$ cat src/rtl/vend_core_if.sv
// Switch word in, status LEDs and eight 7-segment digits out, grouped as one bus.
// Latency: none (plain wires).
// Backpressure: none; the switch word is a level sampled every cycle.
// Ports: sw (18b switch word), ledg (8b status), hex0..hex7 (7b active-low gfedcba).
interface vend_core_if;
    logic [17:0] sw;
    logic [7:0]  ledg;
    logic [6:0]  hex0;
    logic [6:0]  hex1;
    logic [6:0]  hex2;
    logic [6:0]  hex3;
    logic [6:0]  hex4;
    logic [6:0]  hex5;
    logic [6:0]  hex6;
    logic [6:0]  hex7;

    // master: whoever owns the switch register and watches the board outputs
    modport master (
        output sw,
        input  ledg, hex0, hex1, hex2, hex3, hex4, hex5, hex6, hex7
    );

    // slave: the vending core itself
    modport slave (
        input  sw,
        output ledg, hex0, hex1, hex2, hex3, hex4, hex5, hex6, hex7
    );
endinterface

$ cat src/rtl/vend_core.sv
// Vending core: switch edges -> coin/purchase/cancel events, credit tracking, dispense/change sequencing.
// Latency: an event at edge k updates state at edge k; ledg/hex reflect it at edge k+1.
// Backpressure: none; events arriving outside IDLE are rejected (coins) or dropped (purchase/cancel).
// Ports: clk, reset (sync, active-high), bus.sw in, bus.ledg / bus.hex0..hex7 out (registered).
module vend_core #(
    parameter int PRICE0      = 5,
    parameter int PRICE1      = 10,
    parameter int PRICE2      = 15,
    parameter int PRICE3      = 25,
    parameter int MAX_CREDIT  = 99,
    parameter int DISP_CYCLES = 50000000,
    parameter int CHG_CYCLES  = 50000000
) (
    input  logic        clk,
    input  logic        reset,
    vend_core_if.slave  bus
);

    typedef enum logic [1:0] {
        S_IDLE     = 2'd0,
        S_DISPENSE = 2'd1,
        S_CHANGE   = 2'd2
    } state_t;

    localparam logic [31:0] DISP_LOAD = 32'(DISP_CYCLES - 1);
    localparam logic [31:0] CHG_LOAD  = 32'(CHG_CYCLES - 1);
    localparam logic [7:0]  MAX_SUM   = 8'(MAX_CREDIT);
    localparam logic [6:0]  SEG_BLANK = 7'h7F;

    state_t      r_state, w_state_nxt;
    logic [17:0] r_sw_q;
    logic [6:0]  r_credit, w_credit_nxt;
    logic [6:0]  r_change, w_change_nxt;
    logic [6:0]  r_sold,   w_sold_nxt;
    logic [31:0] r_timer,  w_timer_nxt;
    logic        r_reject, w_reject_nxt;
    logic        r_insuf,  w_insuf_nxt;

    logic [7:0]       r_ledg, w_ledg;
    logic [7:0][6:0]  r_hex,  w_hex;

    logic [6:0]  w_ev;
    logic        w_any_coin;
    logic [7:0]  w_coin_sum;
    logic [7:0]  w_credit_sum;
    logic [6:0]  w_price;
    logic        w_unused_sw;

    function automatic logic [6:0] price_of(input logic [1:0] sel);
        logic [6:0] p;
        case (sel)
            2'd0:    p = 7'(PRICE0);
            2'd1:    p = 7'(PRICE1);
            2'd2:    p = 7'(PRICE2);
            default: p = 7'(PRICE3);
        endcase
        return p;
    endfunction

    function automatic logic [6:0] seg7(input logic [3:0] d);
        logic [6:0] s;
        case (d)
            4'd0:    s = 7'h40;
            4'd1:    s = 7'h79;
            4'd2:    s = 7'h24;
            4'd3:    s = 7'h30;
            4'd4:    s = 7'h19;
            4'd5:    s = 7'h12;
            4'd6:    s = 7'h02;
            4'd7:    s = 7'h78;
            4'd8:    s = 7'h00;
            4'd9:    s = 7'h10;
            default: s = SEG_BLANK;
        endcase
        return s;
    endfunction

    function automatic logic [6:0] tens(input logic [6:0] v);
        return seg7(4'(v / 7'd10));
    endfunction

    function automatic logic [6:0] units(input logic [6:0] v);
        return seg7(4'(v % 7'd10));
    endfunction

    // Only the low seven switch bits carry meaning.
    assign w_unused_sw  = &{1'b0, bus.sw[17:7], r_sw_q[17:7]};

    assign w_ev         = bus.sw[6:0] & ~r_sw_q[6:0];
    assign w_any_coin   = |w_ev[2:0];
    assign w_coin_sum   = {7'd0, w_ev[0]} + (w_ev[1] ? 8'd5 : 8'd0) + (w_ev[2] ? 8'd10 : 8'd0);
    assign w_credit_sum = {1'b0, r_credit} + w_coin_sum;
    assign w_price      = price_of(bus.sw[4:3]);

    // Next-state logic
    always_comb begin
        w_state_nxt  = r_state;
        w_credit_nxt = r_credit;
        w_change_nxt = r_change;
        w_sold_nxt   = r_sold;
        w_timer_nxt  = r_timer;
        w_reject_nxt = r_reject;
        w_insuf_nxt  = r_insuf;

        case (r_state)
            S_IDLE: begin
                if (w_ev[6]) begin
                    // Cancel wins over everything else in the same cycle.
                    w_change_nxt = r_credit;
                    w_credit_nxt = 7'd0;
                    w_timer_nxt  = CHG_LOAD;
                    w_reject_nxt = 1'b0;
                    w_state_nxt  = S_CHANGE;
                end else if (w_ev[5] && (r_credit >= w_price)) begin
                    w_change_nxt = r_credit - w_price;
                    w_credit_nxt = 7'd0;
                    w_sold_nxt   = (r_sold == 7'd99) ? 7'd0 : r_sold + 7'd1;
                    w_timer_nxt  = DISP_LOAD;
                    w_insuf_nxt  = 1'b0;
                    // Coins landing with a successful purchase are bounced.
                    w_reject_nxt = w_any_coin;
                    w_state_nxt  = S_DISPENSE;
                end else begin
                    if (w_any_coin) begin
                        if (w_credit_sum <= MAX_SUM) begin
                            w_credit_nxt = w_credit_sum[6:0];
                            w_reject_nxt = 1'b0;
                            w_insuf_nxt  = 1'b0;
                        end else begin
                            w_reject_nxt = 1'b1;
                        end
                    end
                    // A failed purchase is judged on the pre-coin credit and its
                    // flag survives an accepted coin in the same cycle.
                    if (w_ev[5]) begin
                        w_insuf_nxt = 1'b1;
                    end
                end
            end

            S_DISPENSE: begin
                if (w_any_coin) begin
                    w_reject_nxt = 1'b1;
                end
                if (r_timer == 32'd0) begin
                    if (r_change != 7'd0) begin
                        w_timer_nxt = CHG_LOAD;
                        w_state_nxt = S_CHANGE;
                    end else begin
                        w_state_nxt = S_IDLE;
                    end
                end else begin
                    w_timer_nxt = r_timer - 32'd1;
                end
            end

            S_CHANGE: begin
                if (w_any_coin) begin
                    w_reject_nxt = 1'b1;
                end
                if (r_timer == 32'd0) begin
                    w_change_nxt = 7'd0;
                    w_state_nxt  = S_IDLE;
                end else begin
                    w_timer_nxt = r_timer - 32'd1;
                end
            end

            default: begin
                w_state_nxt = S_IDLE;
            end
        endcase
    end

    // Board outputs, computed from the registered state
    always_comb begin
        w_ledg = {r_reject, r_insuf, bus.sw[4:3], (r_state == S_IDLE),
                  (r_credit >= w_price), (r_state == S_CHANGE), (r_state == S_DISPENSE)};
        w_hex    = '1;
        w_hex[0] = units(r_credit);
        w_hex[1] = tens(r_credit);
        w_hex[2] = units(w_price);
        w_hex[3] = tens(w_price);
        w_hex[4] = (r_state == S_CHANGE) ? units(r_change) : SEG_BLANK;
        w_hex[5] = (r_state == S_CHANGE) ? tens(r_change)  : SEG_BLANK;
        w_hex[6] = units(r_sold);
        w_hex[7] = tens(r_sold);
    end

    always_ff @(posedge clk) begin
        if (reset) begin
            r_state  <= S_IDLE;
            // All ones so that switches already high at release raise no event.
            r_sw_q   <= '1;
            r_credit <= 7'd0;
            r_change <= 7'd0;
            r_sold   <= 7'd0;
            r_timer  <= 32'd0;
            r_reject <= 1'b0;
            r_insuf  <= 1'b0;
            r_ledg   <= 8'b0000_1000;
            r_hex    <= {8{7'h40}};
        end else begin
            r_state  <= w_state_nxt;
            r_sw_q   <= bus.sw;
            r_credit <= w_credit_nxt;
            r_change <= w_change_nxt;
            r_sold   <= w_sold_nxt;
            r_timer  <= w_timer_nxt;
            r_reject <= w_reject_nxt;
            r_insuf  <= w_insuf_nxt;
            r_ledg   <= w_ledg;
            r_hex    <= w_hex;
        end
    end

    assign bus.ledg = r_ledg;
    assign bus.hex0 = r_hex[0];
    assign bus.hex1 = r_hex[1];
    assign bus.hex2 = r_hex[2];
    assign bus.hex3 = r_hex[3];
    assign bus.hex4 = r_hex[4];
    assign bus.hex5 = r_hex[5];
    assign bus.hex6 = r_hex[6];
    assign bus.hex7 = r_hex[7];

endmodule

$ cat src/flat_wrapper.sv
// flat-port wrapper written by rule: the top's interface ports become plain ports
module vend_core_flat 
#(
    parameter int PRICE0      = 5,
    parameter int PRICE1      = 10,
    parameter int PRICE2      = 15,
    parameter int PRICE3      = 25,
    parameter int MAX_CREDIT  = 99,
    parameter int DISP_CYCLES = 50000000,
    parameter int CHG_CYCLES  = 50000000
)
  (clk, reset, bus_sw, bus_ledg, bus_hex0, bus_hex1, bus_hex2, bus_hex3, bus_hex4, bus_hex5, bus_hex6, bus_hex7);
  vend_core_if bus_i ();
  input  logic clk;
  input  logic reset;
  input wire logic [$bits(bus_i.sw)-1:0] bus_sw;
  output wire logic [$bits(bus_i.ledg)-1:0] bus_ledg;
  output wire logic [$bits(bus_i.hex0)-1:0] bus_hex0;
  output wire logic [$bits(bus_i.hex1)-1:0] bus_hex1;
  output wire logic [$bits(bus_i.hex2)-1:0] bus_hex2;
  output wire logic [$bits(bus_i.hex3)-1:0] bus_hex3;
  output wire logic [$bits(bus_i.hex4)-1:0] bus_hex4;
  output wire logic [$bits(bus_i.hex5)-1:0] bus_hex5;
  output wire logic [$bits(bus_i.hex6)-1:0] bus_hex6;
  output wire logic [$bits(bus_i.hex7)-1:0] bus_hex7;
  assign bus_i.sw = bus_sw;
  assign bus_ledg = bus_i.ledg;
  assign bus_hex0 = bus_i.hex0;
  assign bus_hex1 = bus_i.hex1;
  assign bus_hex2 = bus_i.hex2;
  assign bus_hex3 = bus_i.hex3;
  assign bus_hex4 = bus_i.hex4;
  assign bus_hex5 = bus_i.hex5;
  assign bus_hex6 = bus_i.hex6;
  assign bus_hex7 = bus_i.hex7;
  vend_core #(.PRICE0(PRICE0), .PRICE1(PRICE1), .PRICE2(PRICE2), .PRICE3(PRICE3), .MAX_CREDIT(MAX_CREDIT), .DISP_CYCLES(DISP_CYCLES), .CHG_CYCLES(CHG_CYCLES)) u_core (.clk(clk), .reset(reset), .bus(bus_i));
endmodule
$ cat config.mk
export PLATFORM = sky130hd
export DESIGN_NAME = vend_core_flat
export DESIGN_NICKNAME = d
export VERILOG_FILES = /design/src/rtl/vend_core_if.sv /design/src/rtl/vend_core.sv /design/src/flat_wrapper.sv
export SDC_FILE = /design/constraint.sdc
export NUM_CORES = 1
export LEC_CHECK = 0
export BUFFER_PORTS_ARGS = -buffer_cell sky130_fd_sc_hd__buf_2
export CAP_MARGIN = 20
export CORE_AREA = 2 2 131 165
export DETAILED_ROUTE_END_ITERATION = 6
export DIE_AREA = 0 0 133 167
export PLACE_DENSITY = 0.64
export SETUP_SLACK_MARGIN = 0.2
export SYNTH_ARGS = -nofsm -noshare
export SYNTH_HDL_FRONTEND = slang
export SYNTH_SLANG_ARGS = --single-unit
$ cat constraint.sdc
create_clock -name clk -period 4.3 [get_ports clk]
set_clock_uncertainty 0.2 [all_clocks]
set_input_delay 0 -clock clk [delete_from_list [all_inputs] [get_ports clk]]
set_output_delay 0 -clock clk [all_outputs]
set_load 0.01 [all_outputs]
==> PnR_summary.wiki <==
{| class="wikitable"
! Metric !! Value
|-
| Post-detailed-route wirelength per cell || 14.2 um
|-
| Critical Path Source Type || flip-flop
|-
| Count of H-tree levels built during CTS || 4
|-
| Worst reg2reg path endpoint || u_core.bus.hex4[5]
|-
| Count of buffers from port buffering || 71
|-
| Share of the core filled with cells in the final layout || 46.1%
|-
| Power per cell area || 405 nW/um2
|-
| Pin count of the biggest net entering global routing || 53
|-
| Number of synthesized flops with an enable pin || 0
|-
| Number of buffers added by the clock tree synthesis step || 17
|-
| CTS root buf || sky130_fd_sc_hd__clkbuf_16
|-
| Area share of and/or/nand/nor cells after synthesis || 25.8%
|-
| Effective utilization at floorplan || 39.8%
|-
| Result of the run || finished, final reports clean
|-
| Setup slack on the worst flop-to-flop path || 0.54 ns
|-
| Worst Path Max Fanout || 12
|-
| Number of flip-flops and latches in the synthesized netlist || 122
|-
| Commonest register cell after synthesis || sky130_fd_sc_hd__dfxtp_1
|-
| Number of nets in the layout || 1,192
|-
| Worst Max-Slew Pin Slew || 0.869 ns
|-
| Number of slew-limit violations in the final report || 0
|-
| Final global-route overflow total || 0
|-
| Switching Power || 1.27 mW
|-
| First-pass GRT wire length || 33,600 um
|-
| Avg Synthesized Cell Area || 7.82 um2
|-
| Switching share of power || 32.9%
|-
| Crit path DAT || 3.89 ns
|-
| Logic gate share of total power || 28.3%
|-
| Peak ir drop on the vdd network || 0.270 mV
|-
| Cell depth of the worst hold path || 3
|-
| Slew headroom || 42.0%
|-
| Overall via count from detail_route || 7,514
|-
| Placed wire-length estimate || 14,000 um
|-
| Total I/O pin count || 84
|-
| Clock latency reported for the late side of the worst-skew pair || 0.42 ns
|-
| Unrepaired setup endpoints after global routing || false
|-
| Depth of the worst register-to-register path || 13
|-
| Worst setup path class || reg -> reg
|-
| Worst hold path startpoint || bus_sw[5]
|-
| Initial antenna violation count || 0
|-
| End point of the most critical hold path || u_core.r_sw_q[5]
|-
| Area of the mapped netlist || 8190 um2
|-
| CTS clk-pin slew, worst paths || 0.05 ns
|-
| Die footprint || 22,200 um2
|-
| Number of global-route vias before repair || 7,072
|-
| Die boundary height || 167 um
|-
| Top-area cell type share of the netlist area || 29.8%
|-
| Final worst path period share || 87.4%
|-
| Distinct cell type count after synthesis || 88
|-
| Category of the worst setup path capture point || flip-flop
|-
| Die width || 133 um
|-
| Top post-synthesis cells by area || sky130_fd_sc_hd__dfxtp_1, sky130_fd_sc_hd__ha_1, sky130_fd_sc_hd__a21oi_1
|-
| Time the final worst path needs with I/O delays and setup || 3.76 ns
|-
| Largest family of logic cells by synthesized area || simple AND/OR/NAND/NOR gates
|-
| Share of cell area taken by muxes after synthesis || 2.90%
|-
| Syn Inst Count || 1,047
|-
| Max-Cap Viols || 0
|-
| TritonCTS Sinks || 122
|-
| Required arrival time at the worst endpoint || 4.43 ns
|-
| FFs w/ async S/R, synth || 0%
|-
| DRT Wirelength || 19,800 um
|-
| Synth warnings || 0
|-
| Placer's final routability congestion estimate || 0.910
|-
| DRC || 0
|-
| Fraction of power consumed by the clock network || 37.1%
|-
| Internal Pwr Total || 2.58 mW
|-
| All-layer global routing usage || 18.2%
|-
| DR vias/cell || 5.38
|-
| Area delta synth->final || 16.0%
|-
| Leakage power total || 3.96 nW
|-
| Number of antenna diodes || 0
|-
| Post-layout power || 3.85 mW
|-
| Most frequent cells in the layout || sky130_fd_sc_hd__dfxtp_1, sky130_fd_sc_hd__nor2_1, sky130_fd_sc_hd__a21oi_1, sky130_fd_sc_hd__nand2_1, sky130_fd_sc_hd__buf_2
|-
| Placeable core region || 20,600 um2
|-
| Post-route setup TNS || 0 ns
|-
| TritonRoute pass-1 iters || 4
|-
| Number of failing hold endpoints at the final stage || 0
|-
| # setup viols final || 0
|-
| Sequential cell area fraction in the yosys report || 29.8%
|-
| Buffers from clock root to sink, at most || 2
|-
| # fillers || 2,052
|-
| Remaining antenna violation count after routing || 0
|-
| TritonCTS clock tree || yes
|-
| Synthesized-area fraction occupied by ao, oa, aoi and oai cells || 22.7%
|-
| Adder-cell share of the synthesized area || 9.56%
|-
| Register share of total power || 34.6%
|-
| Most common library cell in the layout ignoring fill and taps || sky130_fd_sc_hd__dfxtp_1
|-
| Worst hold path type || in -> reg
|-
| Max frequency || 0.266 GHz
|-
| XOR/XNOR Fraction of Synth Area || 2.78%
|-
| Synth area leader || sky130_fd_sc_hd__dfxtp_1
|-
| Share of final-layout standard cells stronger than drive strength 1 || 16.3%
|-
| Hold Slack || 0.119 ns
|-
| Number of rows created at floorplan || 59
|-
| Number of DRC violations after detailed-routing iteration 0 || 341
|-
| Worst flop-to-flop path startpoint || u_core.r_change[3]
|}
how the worst max path moves through the flow:
stage	from	end	cells after the start
after global placement	u_core.r_sold[6]	u_core.bus.hex6[4]	14
after CTS	u_core.r_credit[5]	u_core.bus.hex0[4]	16
after floorplan	u_core.r_credit[5]	u_core.bus.hex0[4]	19
after global routing	u_core.r_credit[2]	u_core.bus.hex0[4]	16
after detailed placement	u_core.r_credit[5]	u_core.bus.hex0[4]	16
final	u_core.r_change[3]	u_core.bus.hex4[5]	13
cell usage after synthesis, types with 14 or more instances:
master	count
sky130_fd_sc_hd__clkbuf_1	32
sky130_fd_sc_hd__inv_1	53
sky130_fd_sc_hd__mux2i_1	17
sky130_fd_sc_hd__ha_1	57
sky130_fd_sc_hd__o21ai_0	55
sky130_fd_sc_hd__nor3_1	44
sky130_fd_sc_hd__nand2_1	84
sky130_fd_sc_hd__buf_2	23
sky130_fd_sc_hd__nand2b_1	29
sky130_fd_sc_hd__nand3_1	14
sky130_fd_sc_hd__a211oi_1	14
sky130_fd_sc_hd__a21oi_1	89
sky130_fd_sc_hd__xnor2_1	15
sky130_fd_sc_hd__dfxtp_1	122
sky130_fd_sc_hd__or2_2	16
sky130_fd_sc_hd__nor4_1	19
sky130_fd_sc_hd__a31oi_1	14
sky130_fd_sc_hd__nor2_1	116
sky130_fd_sc_hd__nor2b_1	18
worst max-delay path, cell delays in order, from the launching register on:
cell and delay [ns]:
sky130_fd_sc_hd__dfxtp_1 0.42, sky130_fd_sc_hd__nor2b_1 0.43, sky130_fd_sc_hd__xor2_1 0.12, sky130_fd_sc_hd__a32oi_1 0.18
sky130_fd_sc_hd__o21a_1 0.20, sky130_fd_sc_hd__ha_1 0.27, sky130_fd_sc_hd__inv_1 0.10, sky130_fd_sc_hd__maj3_1 0.33
sky130_fd_sc_hd__a21oi_1 0.21, sky130_fd_sc_hd__o211ai_1 0.17, sky130_fd_sc_hd__o221ai_2 0.48, sky130_fd_sc_hd__or2_2 0.22
sky130_fd_sc_hd__o21ai_1 0.11, sky130_fd_sc_hd__a31oi_1 0.24
repair_timing:
| action | in CTS | in global routing |
|---|---|---|
| endpoints found under the setup margin | 0 | 9 |
| hold buffers | 10 | 0 |
| hold endpoints to repair | 43 | 0 |
| setup buffers | 0 | 2 |
| resized for setup | 0 | 4 |
power groups by stage:
stage | registers [mW] | clock network, mW | logic, mW
finish | 1.33 | 1.43 | 1.09
global route | 1.35 | 1.51 | 1.23
CTS | 1.33 | 1.46 | 1.09
detailed placement | 1.35 | 0 | 1.08
global placement | 1.35 | 0 | 1.07
floorplan | 1.33 | 0 | 0.837
layer usage:
layer / wire (um) / vias to the layer above / track usage (%)
met4: 366 / 0 / 6.69
met2: 10000 / 120 / 32.2
met5: 0 / - / 0
met3: 612 / 24 / 2.95
li1: - / 3845 / -
met1: 8820 / 3525 / 22.0
stage by stage:
stage               worst slack (ns)  instances  area, um2
floorplan                      0.647       1048       8190
global placement               0.495       1355       8800
detailed placement             0.480       1355       8800
CTS                            0.443       1394       9480
global route                   0.205       1396       9500
finish                         0.541       1396       9500
cell type report:
type | instances | area [um2] | share of cell area (%)
multi-input cells | 805 | 5240 | 55.1
clock inverters | 9 | 124 | 1.30
flip-flops and latches | 122 | 2440 | 25.7
inverters | 53 | 199 | 2.09
well taps | 274 | 343 | 3.61
clock buffers | 20 | 457 | 4.81
repair buffers | 113 | 698 | 7.35
logic make-up (layout without fill, tap and decap cells):
kind of cell    Yosys count  in the layout
other cells               1              2
mux                      23             23
buf+inv                 121            195
simple gates            406            406
flops                   122            122
xor+xnor                 26             26
fa+ha+maj                61             61
compound gates          287            287
state kept, by name, summed over array words and instances (netlist names), 2 cells and up:
name	count
u_core.bus.hex0	7
u_core.bus.hex1	7
u_core.bus.hex2	5
u_core.bus.hex3	5
u_core.bus.hex4	7
u_core.bus.hex5	7
u_core.bus.hex6	7
u_core.bus.hex7	7
u_core.bus.ledg	8
u_core.r_change	7
u_core.r_credit	7
u_core.r_sold	7
u_core.r_state	2
u_core.r_sw_q	5
u_core.r_timer	32
No activity file was read; power rests on OpenSTA's default activity.
